**config.mk**
```make
export PLATFORM = sky130hd
export DESIGN_NAME = i2c_transfer_sequencer_flat
export DESIGN_NICKNAME = d
export VERILOG_FILES = /design/src/rtl/i2c_transfer_sequencer_if.sv /design/src/rtl/i2c_transfer_sequencer.sv /design/src/flat_wrapper.sv
export SDC_FILE = /design/constraint.sdc
export NUM_CORES = 1
export LEC_CHECK = 0
export ABC_CLOCK_PERIOD_IN_PS = 5890
export CORE_MARGIN = 2
export CORE_UTILIZATION = 48
export DETAILED_ROUTE_END_ITERATION = 10
export HOLD_SLACK_MARGIN = 0.1
export PLACE_DENSITY = 0.91
export SLEW_MARGIN = 20
export SYNTH_ARGS = -nofsm -noshare
export SYNTH_HDL_FRONTEND = slang
export SYNTH_SLANG_ARGS = --single-unit
```
**constraint.sdc**
```tcl
create_clock -name PCLK -period 5.89 [get_ports PCLK]
set_input_delay 0.589 -clock PCLK [delete_from_list [all_inputs] [get_ports PCLK]]
set_output_delay 0.589 -clock PCLK [all_outputs]
set_load 0.02 [all_outputs]
```
**src/rtl/i2c_transfer_sequencer_if.sv**
```systemverilog
// Sequencer <-> TX FIFO, RX FIFO and byte engine bundle.
// master: sequencer side; slave: FIFO/engine side.
interface i2c_transfer_sequencer_if;
  logic        TX_EMPTY;
  logic [31:0] TX_DATA;
  logic        TX_RD_EN;
  logic        RX_FULL;
  logic        RX_WR_EN;
  logic [31:0] RX_WDATA;
  logic        CMD_VALID;
  logic        CMD_READY;
  logic [1:0]  CMD_TYPE;
  logic [7:0]  CMD_DATA;
  logic        CMD_LAST;
  logic        DONE_VALID;
  logic        DONE_NACK;
  logic [7:0]  DONE_DATA;

  modport master (
    input  TX_EMPTY, TX_DATA, RX_FULL, CMD_READY,
    input  DONE_VALID, DONE_NACK, DONE_DATA,
    output TX_RD_EN, RX_WR_EN, RX_WDATA,
    output CMD_VALID, CMD_TYPE, CMD_DATA, CMD_LAST
  );

  modport slave (
    output TX_EMPTY, TX_DATA, RX_FULL, CMD_READY,
    output DONE_VALID, DONE_NACK, DONE_DATA,
    input  TX_RD_EN, RX_WR_EN, RX_WDATA,
    input  CMD_VALID, CMD_TYPE, CMD_DATA, CMD_LAST
  );
endinterface

```
**src/rtl/i2c_transfer_sequencer.sv**
```systemverilog
// I2C transfer sequencer: turns a CONFIG start into ADDR/WRITE/READ/STOP
// commands. Ports: PCLK, PRESETn, CONFIG, TIMEOUT, BUSY, ERROR, XFER_DONE, bus.
module i2c_transfer_sequencer (
  input  logic        PCLK,
  input  logic        PRESETn,
  input  logic [13:0] CONFIG,
  input  logic [13:0] TIMEOUT,
  output logic        BUSY,
  output logic        ERROR,
  output logic        XFER_DONE,
  i2c_transfer_sequencer_if.master bus
);

  typedef enum logic [3:0] {
    IDLE, ADDR, WAIT_ADDR, FETCH, WR, WAIT_WR,
    RD, WAIT_RD, PUSH, STOP, WAIT_STOP
  } state_t;

  state_t      state;
  logic        dir;
  logic [6:0]  addr;
  logic [5:0]  remain;
  logic [7:0]  tx_byte;
  logic [7:0]  rx_byte;
  logic [13:0] stall;
  logic        cfg0_q;
  logic        armed;
  logic        start;
  logic        tmo;
  logic        unused_tx;

  assign unused_tx = ^bus.TX_DATA[31:8];

  // armed blocks a start until CONFIG[0] has been seen low after reset
  assign start = CONFIG[0] & ~cfg0_q & armed;
  assign tmo   = (TIMEOUT != '0) && (stall == TIMEOUT) && (state != IDLE);

  always_comb begin
    bus.CMD_VALID = 1'b0;
    bus.CMD_TYPE  = 2'b00;
    bus.CMD_DATA  = 8'h00;
    bus.CMD_LAST  = 1'b0;
    unique case (state)
      ADDR: begin
        bus.CMD_VALID = 1'b1;
        bus.CMD_DATA  = {addr, dir};
      end
      WR: begin
        bus.CMD_VALID = 1'b1;
        bus.CMD_TYPE  = 2'b01;
        bus.CMD_DATA  = tx_byte;
      end
      RD: begin
        bus.CMD_VALID = 1'b1;
        bus.CMD_TYPE  = 2'b10;
        bus.CMD_LAST  = (remain == 6'd1);
      end
      STOP: begin
        bus.CMD_VALID = 1'b1;
        bus.CMD_TYPE  = 2'b11;
      end
      default: ;
    endcase
  end

  // strobes gated by tmo so a timeout never loses a popped/pushed byte
  assign bus.TX_RD_EN = (state == FETCH) & ~bus.TX_EMPTY & ~tmo;
  assign bus.RX_WR_EN = (state == PUSH) & ~bus.RX_FULL & ~tmo;
  assign bus.RX_WDATA = {24'd0, rx_byte};
  assign BUSY         = (state != IDLE);

  always_ff @(posedge PCLK or negedge PRESETn) begin
    if (!PRESETn) begin
      state     <= IDLE;
      dir       <= 1'b0;
      addr      <= '0;
      remain    <= '0;
      tx_byte   <= '0;
      rx_byte   <= '0;
      stall     <= '0;
      cfg0_q    <= 1'b0;
      armed     <= 1'b0;
      ERROR     <= 1'b0;
      XFER_DONE <= 1'b0;
    end else begin
      cfg0_q    <= CONFIG[0];
      XFER_DONE <= 1'b0;
      if (!CONFIG[0]) armed <= 1'b1;
      stall <= (state == IDLE) ? '0 : stall + 14'd1;
      if (tmo) begin
        ERROR <= 1'b1;
        stall <= '0;
        if (state == STOP || state == WAIT_STOP) begin
          state     <= IDLE;
          XFER_DONE <= 1'b1;
        end else begin
          state <= STOP;
        end
      end else begin
        unique case (state)
          IDLE: if (start) begin
            dir    <= CONFIG[1];
            addr   <= CONFIG[8:2];
            remain <= {CONFIG[13:9] == 5'd0, CONFIG[13:9]};
            ERROR  <= 1'b0;
            state  <= ADDR;
          end
          ADDR: if (bus.CMD_READY) begin
            state <= WAIT_ADDR;
            stall <= '0;
          end
          WAIT_ADDR: if (bus.DONE_VALID) begin
            stall <= '0;
            if (bus.DONE_NACK) begin
              ERROR <= 1'b1;
              state <= STOP;
            end else begin
              state <= dir ? RD : FETCH;
            end
          end
          FETCH: if (!bus.TX_EMPTY) begin
            tx_byte <= bus.TX_DATA[7:0];
            state   <= WR;
            stall   <= '0;
          end
          WR: if (bus.CMD_READY) begin
            state <= WAIT_WR;
            stall <= '0;
          end
          WAIT_WR: if (bus.DONE_VALID) begin
            stall <= '0;
            if (bus.DONE_NACK) begin
              ERROR <= 1'b1;
              state <= STOP;
            end else begin
              remain <= remain - 6'd1;
              state  <= (remain == 6'd1) ? STOP : FETCH;
            end
          end
          RD: if (bus.CMD_READY) begin
            state <= WAIT_RD;
            stall <= '0;
          end
          WAIT_RD: if (bus.DONE_VALID) begin
            rx_byte <= bus.DONE_DATA;
            state   <= PUSH;
            stall   <= '0;
          end
          PUSH: if (!bus.RX_FULL) begin
            remain <= remain - 6'd1;
            state  <= (remain == 6'd1) ? STOP : RD;
            stall  <= '0;
          end
          STOP: if (bus.CMD_READY) begin
            state <= WAIT_STOP;
            stall <= '0;
          end
          WAIT_STOP: if (bus.DONE_VALID) begin
            state     <= IDLE;
            XFER_DONE <= 1'b1;
            stall     <= '0;
          end
          default: state <= IDLE;
        endcase
      end
    end
  end

endmodule

```
**src/flat_wrapper.sv**
```systemverilog
// flat-port wrapper written by rule: the top's interface ports become plain ports
module i2c_transfer_sequencer_flat 
  (PCLK, PRESETn, CONFIG, TIMEOUT, BUSY, ERROR, XFER_DONE, bus_TX_EMPTY, bus_TX_DATA, bus_RX_FULL, bus_CMD_READY, bus_DONE_VALID, bus_DONE_NACK, bus_DONE_DATA, bus_TX_RD_EN, bus_RX_WR_EN, bus_RX_WDATA, bus_CMD_VALID, bus_CMD_TYPE, bus_CMD_DATA, bus_CMD_LAST);
  i2c_transfer_sequencer_if bus_i ();
  input  logic PCLK;
  input  logic PRESETn;
  input  logic [13:0] CONFIG;
  input  logic [13:0] TIMEOUT;
  output logic BUSY;
  output logic ERROR;
  output logic XFER_DONE;
  input wire logic [$bits(bus_i.TX_EMPTY)-1:0] bus_TX_EMPTY;
  input wire logic [$bits(bus_i.TX_DATA)-1:0] bus_TX_DATA;
  input wire logic [$bits(bus_i.RX_FULL)-1:0] bus_RX_FULL;
  input wire logic [$bits(bus_i.CMD_READY)-1:0] bus_CMD_READY;
  input wire logic [$bits(bus_i.DONE_VALID)-1:0] bus_DONE_VALID;
  input wire logic [$bits(bus_i.DONE_NACK)-1:0] bus_DONE_NACK;
  input wire logic [$bits(bus_i.DONE_DATA)-1:0] bus_DONE_DATA;
  output wire logic [$bits(bus_i.TX_RD_EN)-1:0] bus_TX_RD_EN;
  output wire logic [$bits(bus_i.RX_WR_EN)-1:0] bus_RX_WR_EN;
  output wire logic [$bits(bus_i.RX_WDATA)-1:0] bus_RX_WDATA;
  output wire logic [$bits(bus_i.CMD_VALID)-1:0] bus_CMD_VALID;
  output wire logic [$bits(bus_i.CMD_TYPE)-1:0] bus_CMD_TYPE;
  output wire logic [$bits(bus_i.CMD_DATA)-1:0] bus_CMD_DATA;
  output wire logic [$bits(bus_i.CMD_LAST)-1:0] bus_CMD_LAST;
  assign bus_i.TX_EMPTY = bus_TX_EMPTY;
  assign bus_i.TX_DATA = bus_TX_DATA;
  assign bus_i.RX_FULL = bus_RX_FULL;
  assign bus_i.CMD_READY = bus_CMD_READY;
  assign bus_i.DONE_VALID = bus_DONE_VALID;
  assign bus_i.DONE_NACK = bus_DONE_NACK;
  assign bus_i.DONE_DATA = bus_DONE_DATA;
  assign bus_TX_RD_EN = bus_i.TX_RD_EN;
  assign bus_RX_WR_EN = bus_i.RX_WR_EN;
  assign bus_RX_WDATA = bus_i.RX_WDATA;
  assign bus_CMD_VALID = bus_i.CMD_VALID;
  assign bus_CMD_TYPE = bus_i.CMD_TYPE;
  assign bus_CMD_DATA = bus_i.CMD_DATA;
  assign bus_CMD_LAST = bus_i.CMD_LAST;
  i2c_transfer_sequencer u_core (.PCLK(PCLK), .PRESETn(PRESETn), .CONFIG(CONFIG), .TIMEOUT(TIMEOUT), .BUSY(BUSY), .ERROR(ERROR), .XFER_DONE(XFER_DONE), .bus(bus_i));
endmodule
```
==> impl_metrics.json <==
{
  "diodes": 0,
  "synth_area_mm2": 0.003226,
  "ys.flop_type": "dfrtp_1",
  "dieArea_mm2": 0.007392,
  "wl_mm": 7.424,
  "place.gp.congestion": 0.8884,
  "fmax_mhz": 242.1,
  "period_share_pct": 70.13,
  "ys.warnings.count": 0,
  "maxSlewHeadroom_pct": 44.77,
  "hold_violations": 0,
  "syn_inst": 343,
  "synth_top_area_cell": "dfrtp_1",
  "yosys-top-cells-count": "dfrtp_1 (52), nor2_1 (44), buf_4 (24)",
  "status": "complete, no violations",
  "cts_tree": "built",
  "start_util_pct": 50.22,
  "worstPathMaxFanout": 26,
  "overflow": 0,
  "cp_data_required_time_ps": 5300,
  "crit_type": "flip-flop to output port",
  "cts_buffer_depth": 2,
  "cts_root_buf": "clkbuf_8",
  "drcViolationCount": 0,
  "htree_num_levels": 2,
  "fp.dieH_um": 85.98,
  "port_buffers": 75,
  "drv_cap": 0,
  "final_antenna_net_count": 0,
  "synthArstFlopShare_pct": 100.0,
  "setup.worst_path.end_class": "output port",
  "antenna_found_initial": 0,
  "reg2reg_from": "u_core.state[0]$_DFFE_PN0P_",
  "yosysTopAreaCellShare_pct": 40.34,
  "wl_per_cell_um": 15.24,
  "ff2ff_setup_slack_ps": 2750,
  "drive_gt1_share_pct": 10.00,
  "clk_pin_slew_ps": 100,
  "drt-initial-drc-count": 271,
  "grt_first_pass_wirelength_mm": 12.30,
  "hpwl_mm": 5.475,
  "synth.distinct_cells": 53,
  "powerDensity_mw_per_mm2": 409.2,
  "via_count": 2685,
  "io_pins": 124,
  "clk_latency_ps": 310,
  "worst_pin_slew_ps": 828.4,
  "worst_r2r_endpoint": "u_core.tx_byte[2]$_DFFE_PN0P_",
  "area_delta_synth_final_pct": 23.82,
  "p_leak_nw": 1.707,
  "startpoint_type": "flip-flop",
  "die_w_um": 85.98,
  "syn_avg_cell_area_um2": 9.404,
  "cts_sinks": 52,
  "grt_usage_pct": 20.61,
  "nFillCells": 547,
  "synth_most_common_cell": "dfrtp_1",
  "yosysSeqAreaShare_pct": 40.34,
  "post_cts_resized": 0,
  "rsz0062_at_grt": "false",
  "synth_edf_count": 0,
  "finalNetCount": 487,
  "critPathArrivalTime_ps": 3540,
  "cts_setup_buffers": 0,
  "cts_buffers": 5,
  "power_w": 0.001634,
  "grt_start_max_net_pins": 53,
  "coreArea_mm2": 0.006422,
  "viasPerCell": 5.513,
  "min_period_ps": 4131,
  "reg2reg_depth": 6,
  "hold_path_class": "input port to async pin",
  "ys_seq_elements": 52,
  "finalSetupTns_ps": 0,
  "detail_route.first_pass.iterations": 4,
  "vdd_drop_max_uv": 181.7,
  "grt_pass1_vias": 2665,
  "slew_viol_final": 0,
  "cts_hold_buf": 0,
  "setup_viol": 0,
  "fin_worst_skew_ps": 16.30,
  "synthTopCellsByArea": "dfrtp_1 (40%), buf_4 (5.6%), mux2_2 (5.6%), nor2_1 (5.1%), xor2_1 (4.6%)",
  "num_rows": 29
}
how the worst max path moves through the flow:
stage | start | to | slack (ps) | cells after the start
finish | u_core.state[0]$_DFFE_PN0P_ | bus_TX_RD_EN | 1760 | 7
global route | u_core.state[0]$_DFFE_PN0P_ | bus_TX_RD_EN | 1570 | 7
CTS | u_core.state[0]$_DFFE_PN0P_ | bus_TX_RD_EN | 1770 | 7
detailed placement | TIMEOUT[4] | bus_TX_RD_EN | 1880 | 8
global placement | TIMEOUT[13] | bus_TX_RD_EN | 1880 | 8
floorplan | TIMEOUT[8] | bus_TX_RD_EN | 3370 | 7
sequential cells by signal, indices dropped and copies added (netlist names):
| signal | count |
|---|---|
| u_core.stall | 14 |
| u_core.addr | 7 |
| u_core.cfg0_q | 1 |
| u_core.tx_byte | 8 |
| u_core.remain | 6 |
| u_core.dir | 1 |
| u_core.XFER_DONE | 1 |
| u_core.armed | 1 |
| u_core.state | 4 |
| u_core.ERROR | 1 |
| u_core.rx_byte | 8 |
layer usage:
| metal | up-vias | global-route usage (%) | wire, um |
|---|---|---|---|
| li1 | 1286 | - | - |
| met1 | 1288 | 25.23 | 3083 |
| met2 | 92 | 36.15 | 3818 |
| met3 | 19 | 3.465 | 360 |
| met4 | 0 | 7.937 | 162 |
| met5 | - | 0 | 0 |
critical path, stage by stage (launching register included):
cell and delay [ps]:
dfrtp_1 890, nor4_4 100, nor4_1 370, nand4_2 180, nor2_1 580, or4b_1 490, inv_1 70, clkdlybuf4s50_1 540
cell usage in the layout, fill, tap and decap left out, drive strengths merged, types with 6 or more instances in the layout:
cell / netlist / final
nor2b: 9 / 9
conb: 1 / 24
nor4: 9 / 9
nand2: 23 / 23
xor2: 17 / 17
nand3: 10 / 10
nor3: 6 / 6
nor2: 44 / 44
dfrtp: 52 / 52
a21oi: 16 / 16
xnor2: 9 / 9
clkbuf: 10 / 7
a22oi: 10 / 10
inv: 8 / 8
clkdlybuf4s50: 0 / 74
mux2: 24 / 24
o21ai: 14 / 14
area by class of cell:
| class | count | area, um2 | area share [%] |
|---|---|---|---|
| Clock buffer | 7 | 86.33 | 2.162 |
| Clock inverter | 1 | 7.507 | 0.1880 |
| Inverter | 8 | 30.03 | 0.7519 |
| Multi-Input combinational cell | 265 | 1712 | 42.86 |
| Sequential cell | 52 | 1301 | 32.58 |
| Tap cell | 77 | 96.34 | 2.412 |
| Timing Repair Buffer | 77 | 760.7 | 19.05 |
power by group:
part           switching, W  leakage (nW)  internal (W)  total [W]
logic              0.000410          1.01      0.000391   0.000801
registers          0.000146         0.656      0.000480   0.000625
clock network      0.000113        0.0445     0.0000957   0.000208
total              0.000668          1.71      0.000966    0.00163
through the flow:
step	utilization [%]	hold slack [ps]	setup WS, ps	cells	cell area [um2]
5_1_grt	62.19	436.5	1568	487	3994
6_report	62.19	387.7	1759	487	3994
2_1_floorplan	-	293.4	3371	366	3312
3_5_place_dp	60.72	485.2	1875	479	3900
4_1_cts	62.19	408.2	1767	487	3994
3_3_place_gp	60.72	465.1	1878	479	3900
cell families (layout without fill, tap and decap cells):
family / count (synthesis) / after routing / share of synthesized area [%]
and+or+nand+nor: 125 / 125 / 19.94
other: 1 / 24 / 0.1163
buffers and inverters: 49 / 93 / 9.271
muxes: 25 / 25 / 9.620
adders and majority gates: 3 / 3 / 1.164
DFF: 52 / 52 / 40.34
xor gates and xnor gates: 26 / 26 / 7.060
AOI/OAI and AO/OA: 62 / 62 / 12.49
No activity file was read; power rests on OpenSTA's default activity.
